===== config.mk =====
export PLATFORM = sky130hd
export DESIGN_NAME = mf8_ram_arb
export DESIGN_NICKNAME = d
export VERILOG_FILES = /design/src/rtl/mf8_pkg.sv /design/src/rtl/mf8_ram_resp.sv /design/src/rtl/mf8_ram_arb.sv
export SDC_FILE = /design/constraint.sdc
export NUM_CORES = 1
export LEC_CHECK = 0
export ABC_AREA = 0
export CORE_ASPECT_RATIO = 1.75
export CORE_MARGIN = 4
export CORE_UTILIZATION = 41
export DETAILED_ROUTE_END_ITERATION = 12
export PLACE_DENSITY = 0.9
export RECOVER_POWER = 25
export SYNTH_ARGS = -nofsm -noshare
export SYNTH_HDL_FRONTEND = slang
export SYNTH_SLANG_ARGS = --single-unit

===== constraint.sdc =====
create_clock -name Clk -period 2.3 [get_ports Clk]
set_input_delay 0.69 -clock Clk [delete_from_list [all_inputs] [get_ports Clk]]
set_output_delay 0.69 -clock Clk [all_outputs]
set_load 0.02 [all_outputs]

===== src/rtl/mf8_pkg.sv =====
// Shared definitions for the mf8 data-RAM arbiter: source encodings, defaults and the response stage record.
// Response stage record is {vld, src, we}, one entry per issued RAM access.
package mf8_pkg;

  localparam logic SRC_CORE          = 1'b0;
  localparam logic SRC_HOST          = 1'b1;
  localparam int   HOST_MAX_WAIT_DEF = 4;

  typedef struct packed {
    logic vld;
    logic src;
    logic we;
  } stage_t;

endpackage


===== src/rtl/mf8_ram_resp.sv =====
// Response pipeline: writes complete at T+1, reads capture mem_rdata at the end of T+1 and complete at T+2.
// No backpressure; ready/ack are single-cycle pulses and read data is held until the next read of that source.
module mf8_ram_resp
  import mf8_pkg::*;
(
  input  logic       Clk,
  input  logic       Reset_n,
  input  stage_t     iss,
  input  logic [7:0] mem_rdata,
  output logic [7:0] core_rdata,
  output logic       core_ready,
  output logic [7:0] host_rdata,
  output logic       host_ack
);

  stage_t p1;

  logic iss_core_wr, iss_host_wr, p1_core_rd, p1_host_rd;

  always_comb begin
    iss_core_wr = iss.vld & (iss.src == SRC_CORE) & iss.we;
    iss_host_wr = iss.vld & (iss.src == SRC_HOST) & iss.we;
    p1_core_rd  = p1.vld & (p1.src == SRC_CORE) & ~p1.we;
    p1_host_rd  = p1.vld & (p1.src == SRC_HOST) & ~p1.we;
  end

  always_ff @(posedge Clk or negedge Reset_n) begin
    if (!Reset_n) begin
      p1         <= '0;
      core_ready <= 1'b0;
      host_ack   <= 1'b0;
      core_rdata <= 8'h00;
      host_rdata <= 8'h00;
    end else begin
      p1         <= iss;
      core_ready <= iss_core_wr | p1_core_rd;
      host_ack   <= iss_host_wr | p1_host_rd;
      if (p1_core_rd) core_rdata <= mem_rdata;
      if (p1_host_rd) host_rdata <= mem_rdata;
    end
  end

endmodule


===== src/rtl/mf8_ram_arb.sv =====
// Shares one single-port RAM between the mf8 core (priority, 1-cycle pulse-to-issue) and a held host request.
// Host issues in 0 cycles when it wins and is guaranteed a slot after HOST_MAX_WAIT denied cycles.
module mf8_ram_arb
  import mf8_pkg::*;
#(
  parameter int AW            = 10,
  parameter int HOST_MAX_WAIT = HOST_MAX_WAIT_DEF
) (
  input  logic          Clk,
  input  logic          Reset_n,
  input  logic [15:0]   core_addr,
  input  logic          core_rd,
  input  logic          core_wr,
  input  logic [7:0]    core_wdata,
  output logic [7:0]    core_rdata,
  output logic          core_ready,
  output logic          core_ovf,
  input  logic          host_req,
  input  logic          host_we,
  input  logic [AW-1:0] host_addr,
  input  logic [7:0]    host_wdata,
  output logic          host_ack,
  output logic [7:0]    host_rdata,
  output logic          mem_en,
  output logic          mem_we,
  output logic [AW-1:0] mem_addr,
  output logic [7:0]    mem_wdata,
  input  logic [7:0]    mem_rdata
);

  localparam logic [3:0] MAX_W = 4'(HOST_MAX_WAIT);

  logic          c_pend, c_we;
  logic [AW-1:0] c_addr;
  logic [7:0]    c_wdata;
  logic          h_busy;
  logic [3:0]    h_wait;

  logic   host_win, core_iss, core_pulse, core_take;
  stage_t iss;

  wire addr_unused = ^core_addr[15:AW];

  always_comb begin
    host_win   = host_req & ~h_busy & ((h_wait == MAX_W) | ~c_pend);
    core_iss   = c_pend & ~host_win;
    core_pulse = core_rd | core_wr;
    // The pending slot is free either when empty or when it is being issued this cycle.
    core_take  = core_pulse & (~c_pend | core_iss);

    mem_en    = host_win | core_iss;
    mem_we    = 1'b0;
    mem_addr  = '0;
    mem_wdata = 8'h00;
    if (host_win) begin
      mem_we    = host_we;
      mem_addr  = host_addr;
      mem_wdata = host_wdata;
    end else if (core_iss) begin
      mem_we    = c_we;
      mem_addr  = c_addr;
      mem_wdata = c_wdata;
    end

    iss     = '0;
    iss.vld = mem_en;
    iss.src = host_win ? SRC_HOST : SRC_CORE;
    iss.we  = mem_we;
  end

  always_ff @(posedge Clk or negedge Reset_n) begin
    if (!Reset_n) begin
      c_pend   <= 1'b0;
      c_we     <= 1'b0;
      c_addr   <= '0;
      c_wdata  <= 8'h00;
      core_ovf <= 1'b0;
    end else begin
      if (core_take) begin
        c_pend  <= 1'b1;
        c_we    <= core_wr;
        c_addr  <= core_addr[AW-1:0];
        c_wdata <= core_wdata;
      end else if (core_iss) begin
        c_pend <= 1'b0;
      end
      if (core_pulse & ~core_take) core_ovf <= 1'b1;
    end
  end

  // h_busy blocks the still-held request from re-issuing until its ack has been seen.
  always_ff @(posedge Clk or negedge Reset_n) begin
    if (!Reset_n) begin
      h_busy <= 1'b0;
      h_wait <= 4'd0;
    end else begin
      if (host_win)      h_busy <= 1'b1;
      else if (host_ack) h_busy <= 1'b0;

      if (host_win)
        h_wait <= 4'd0;
      else if (host_req & ~h_busy & (h_wait != MAX_W))
        h_wait <= h_wait + 4'd1;
    end
  end

  mf8_ram_resp u_resp (
    .Clk        (Clk),
    .Reset_n    (Reset_n),
    .iss        (iss),
    .mem_rdata  (mem_rdata),
    .core_rdata (core_rdata),
    .core_ready (core_ready),
    .host_rdata (host_rdata),
    .host_ack   (host_ack)
  );

endmodule


[Yosys cells after proc, flatten, opt, wreduce, memory -nomap -nowiden]
Index checks and enable logic that the tools add are counted.
Storage, ports and cells
  flip-flop bits (word level): 47
  input bits: 56
  word-level logic and storage cells: 60
Operators by class
  add/subtract/negate cells: 1
  eq/ne operators: 2
  mux-type cells: 13
  bitwise operators: 27
  reductions and logical operators: 3
Operators with widths (count)
  10-bit 2-to-1 mux: 2
  8-bit 2-to-1 mux: 2
  1-bit bitwise AND: 14
  4-bit 2-to-1 mux: 2
  1-bit 2-to-1 mux: 7
  1-bit inverter: 7
  1-bit OR: 6
  2-bit nonzero test: 3
  4-bit by 1-bit adder with 4-bit output (second input constant): 1
  4-bit by 3-bit == test with 1-bit output (second input constant): 1
  4-bit by 3-bit inequality test with 1-bit output (second input constant): 1

[Depth between registers and ports, before layout]
  word-level depth: 9
  gate-level depth with buffers: 6
  mapped depth without buffers: 5

[Modules after synthesis]
A second synthesis with hierarchy kept.
Unflattened totals
  cell total of the unflattened synthesis: 148
  area, all modules: 2114.5 µm²
By module, submodules not included
  mf8_ram_arb: instances 1, cells an instance 105, area each 1358.8 µm²
  mf8_ram_resp: instances 1, cells an instance 43, area each 755.7 µm²

[Least setup slack after synthesis]
Ideal clock, no wire load.
  path type: input port to output port
  start: in host_req
  end: out mem_we
  data arrival time: 1.560 ns
  slack: 0.050 ns
  stages on the path: 5
  buffers on the path: 2
  cells stage by stage: nand2b_1 buf_6 a21oi_1 buf_2 a22o_1
Between the ends
  cells in the longest elaborated chain, start to end: 6
Ends and longest elaborated chain
  start: declaration: line mf8_ram_arb.sv:18  | input logic host_req,
  1-bit bitwise AND * (2 in a row): line mf8_ram_arb.sv:45  | host_win = host_req & ~h_busy & ((h_wait == MAX_W) | ~c_pend);
  1-bit inverter: line mf8_ram_arb.sv:46  | core_iss = c_pend & ~host_win;
  1-bit bitwise AND: line mf8_ram_arb.sv:46
  1-bit 2-to-1 mux: line mf8_ram_arb.sv:59  | end else if (core_iss) begin
  1-bit 2-to-1 mux *: line mf8_ram_arb.sv:55  | if (host_win) begin
  end: declaration: line mf8_ram_arb.sv:25  | output logic mem_we,
Every way passes the cells marked *; elsewhere a longest branch is shown, timed or not.

[Worst setup path after layout]
  start: reg h_wait[1]
  end: out mem_wdata[7]
Between the ends
  cells in the longest elaborated chain, start to end: 7
Ends and longest elaborated chain
  start: declaration: line mf8_ram_arb.sv:37  | logic [3:0] h_wait;
  start signal: assignment: line mf8_ram_arb.sv:103  | h_wait <= h_wait + 4'd1;
  4-bit by 3-bit == test with 1-bit output *: line mf8_ram_arb.sv:45
  1-bit OR *: line mf8_ram_arb.sv:45
  1-bit bitwise AND *: line mf8_ram_arb.sv:45
  1-bit inverter: line mf8_ram_arb.sv:46
  1-bit bitwise AND: line mf8_ram_arb.sv:46
  8-bit 2-to-1 mux: line mf8_ram_arb.sv:59
  8-bit 2-to-1 mux *: line mf8_ram_arb.sv:55
  end: declaration: line mf8_ram_arb.sv:27  | output logic [7:0] mem_wdata,
Marks and branches as above.

==> qor.txt <==
Status - complete, but fails checks
Failing checks - setup timing
Initial drt markers - 24
Filler cells - 338
Rel. slew slack - 0.329
Most common cell after layout, fill and taps aside - clkdlybuf4s50_1
Slew @ Worst Pin - 1.01 ns
Worst Setup Start Kind - flop
Fin nets - 319
DR vias - 1,670
Die height - 102 µm
Routed len/inst - 18.7 µm
Library cells used by synthesis - 30
Max Cap Viol - 0
Total track usage - 0.197
Syn Area/Cell - 14.2 µm²
Ant diodes - 0
Clock Pin Slew Worst Setup and Hold Paths - 0.09 ns
Vias per cell - 5.32
R2r setup slk - 0.51 ns
Path depth of the worst reg2reg path - 8
Hold WS - 0.236 ns
Synth async-reset ratio - 1.00
Hold crit path type - input port to asynchronous set/reset pin
H-Tree Depth - 2
Pin count of the biggest net entering global routing - 43
Global-route wire length before repair - 8920 µm
Final antenna-violating net count - 0
Fin. max-slew vios - 0
Worst-path fanout max - 9
Mapped cell area - 2060 µm²
Final min period - 2.46 ns
Port bufs - 88
Final WS setup - -0.158 ns
Clock latency on the worst-skew pair - 0.30 ns
Endpoints failing setup - 19
Pwr per Cell Area - 1020 nW/µm²
Dpl hpwl - 4230 µm
Leakage - 1.50 nW
Number of synthesized flops with an enable pin - 0
Clock Skew - 0.00874 ns
Placer Congestion - 0.756
Post-synthesis sequential area ratio - 0.571
Number of warning messages in the yosys log - 0
CTS tree - built
Die ar. - 6270 µm²
Initial core utilization - 0.430
Setup TNS Final - -2.47 ns
Final Routed Wirelength - 5870 µm
Worst vdd ir - 1.03 mV
Num rows - 33
RSZ-0062 raised after global routing - yes
Dpl cell area - 3130 µm²
Total I/O pin count - 95
Syn_nets - 203
CP Data Required Time - 1.61 ns
Layout cell share with drive strength beyond 1 - 0.393
RR Endpoint - c_addr[4]
Longest Clk Path Bufs - 2
Commonest non-fill, non-tap cells in the layout - 66 x clkdlybuf4s50_1, 47 x dfrtp_1, 34 x mux2_2, 24 x buf_6, 20 x a22o_1
Final period utilization - 1.07
WP data arrival - 1.77 ns
WS Path Type - flop to primary output
First drt pass iteration count - 4
Fin. Hold Viols - 0
Sink Count - 47
Via count of the first global-routing pass - 1,864
Placement Setup Slack - -0.854 ns
CTS buffer count - 5
Fmax - 407 MHz
Synthesized instance count - 145
Finished Cell Area - 3390 µm²
DRC Markers - 0
Core area - 4790 µm²
Chip Width - 61.6 µm
Top FF cell, synth - dfrtp_1
R2r startpoint - h_wait[1]
Grt total ovfl - 0
Clock root cell - clkbuf_8
Critical path capture point type - primary output
Layout area overhead - 64.7%
Seq cells post-synth - 47
Initial antenna violation count - 0
[Yosys cell counts (2+ instances only)]
cell type	count	area, µm²
mux2_2	34	383
nand2b_1	4	25.0
a22o_1	21	184
buf_2	4	20.0
a21o_1	2	15.0
ha_1	2	25.0
nand3_1	3	15.0
o21ai_0	2	10.0
nand2_1	4	15.0
dfrtp_1	47	1180
inv_1	3	11.3
[state kept, by name, indices dropped and copies added, names as in the netlist]
| name | cells |
|---|---|
| u_resp.p1 | 3 |
| c_pend | 1 |
| h_wait | 4 |
| u_resp.core_rdata | 8 |
| core_ovf | 1 |
| c_addr | 10 |
| u_resp.core_ready | 1 |
| u_resp.host_ack | 1 |
| u_resp.host_rdata | 8 |
| c_we | 1 |
| c_wdata | 8 |
| h_busy | 1 |
[area by class of cell]
type                       instances  area, µm²  share of cell area
clock buffer                       5       68.8              0.0203
clock inverter                     3       46.3              0.0136
inverter                           3       11.3             0.00332
multi-input combinational         89        875               0.258
sequential                        47       1180               0.346
tap                               52       65.1              0.0192
timing repair buffer             115       1150               0.339
[how the worst max path moves through the flow]
stage | from | to | slack (ns) | depth (start not counted)
final | h_wait[1] | mem_wdata[7] | -0.16 | 7
after global routing | h_wait[0] | mem_addr[9] | -0.23 | 7
after CTS | h_wait[1] | mem_wdata[7] | -0.18 | 7
after detailed placement | host_req | mem_wdata[7] | -0.85 | 6
after global placement | host_req | mem_wdata[7] | -0.81 | 6
after floorplan | host_req | mem_we | 0.05 | 5
[routing by layer]
metal,track usage,part of all wire,vias up
li1,-,-,766
met5,0,0,-
met2,0.377,0.60,64
met3,0.0536,0.054,16
met1,0.186,0.31,824
met4,0.0784,0.033,0
[where the power goes]
part / switching [W] / internal (W) / total (W)
Clock: 0.000293 / 0.000327 / 0.000621
Sequential: 0.000137 / 0.00105 / 0.00119
Combinational: 0.000722 / 0.000914 / 0.00164
Total: 0.00115 / 0.00229 / 0.00345
[metrics by stage]
step                      std cells  power (W)   util
after floorplan                 145    0.00192      -
after global placement          295    0.00263  0.653
after detailed placement        295    0.00269  0.653
after CTS                       313    0.00348  0.722
after global routing            314    0.00362  0.709
final                           314    0.00345  0.709
[repair_timing]
action | CTS | global route
cloned | 3 | 0
setup endpoints to repair | 20 | 20
gates resized for setup | 135 | 3
buffers inserted | 7 | 4
pin swaps | 18 | 8
hold buffers | 0 | 0
[critical path, cell delays in order, from the launching register on]
cell and delay (ns):
dfrtp_1 0.40, inv_2 0.07, ha_4 0.14, nand3b_4 0.10, o21a_4 0.25, buf_12 0.15
a22o_4 0.22, buf_6 0.13
[cell families after synthesis]
group                      count (synthesis)  share of synthesized area
AOI/OAI and AO/OA                         33                      0.136
DFF                                       47                      0.571
buffers and inverters                      9                     0.0279
and+or+nand+nor                           20                     0.0674
adders and majority gates                  2                     0.0121
muxes                                     34                      0.186
Note: power is estimated with default switching activity, not from simulation.
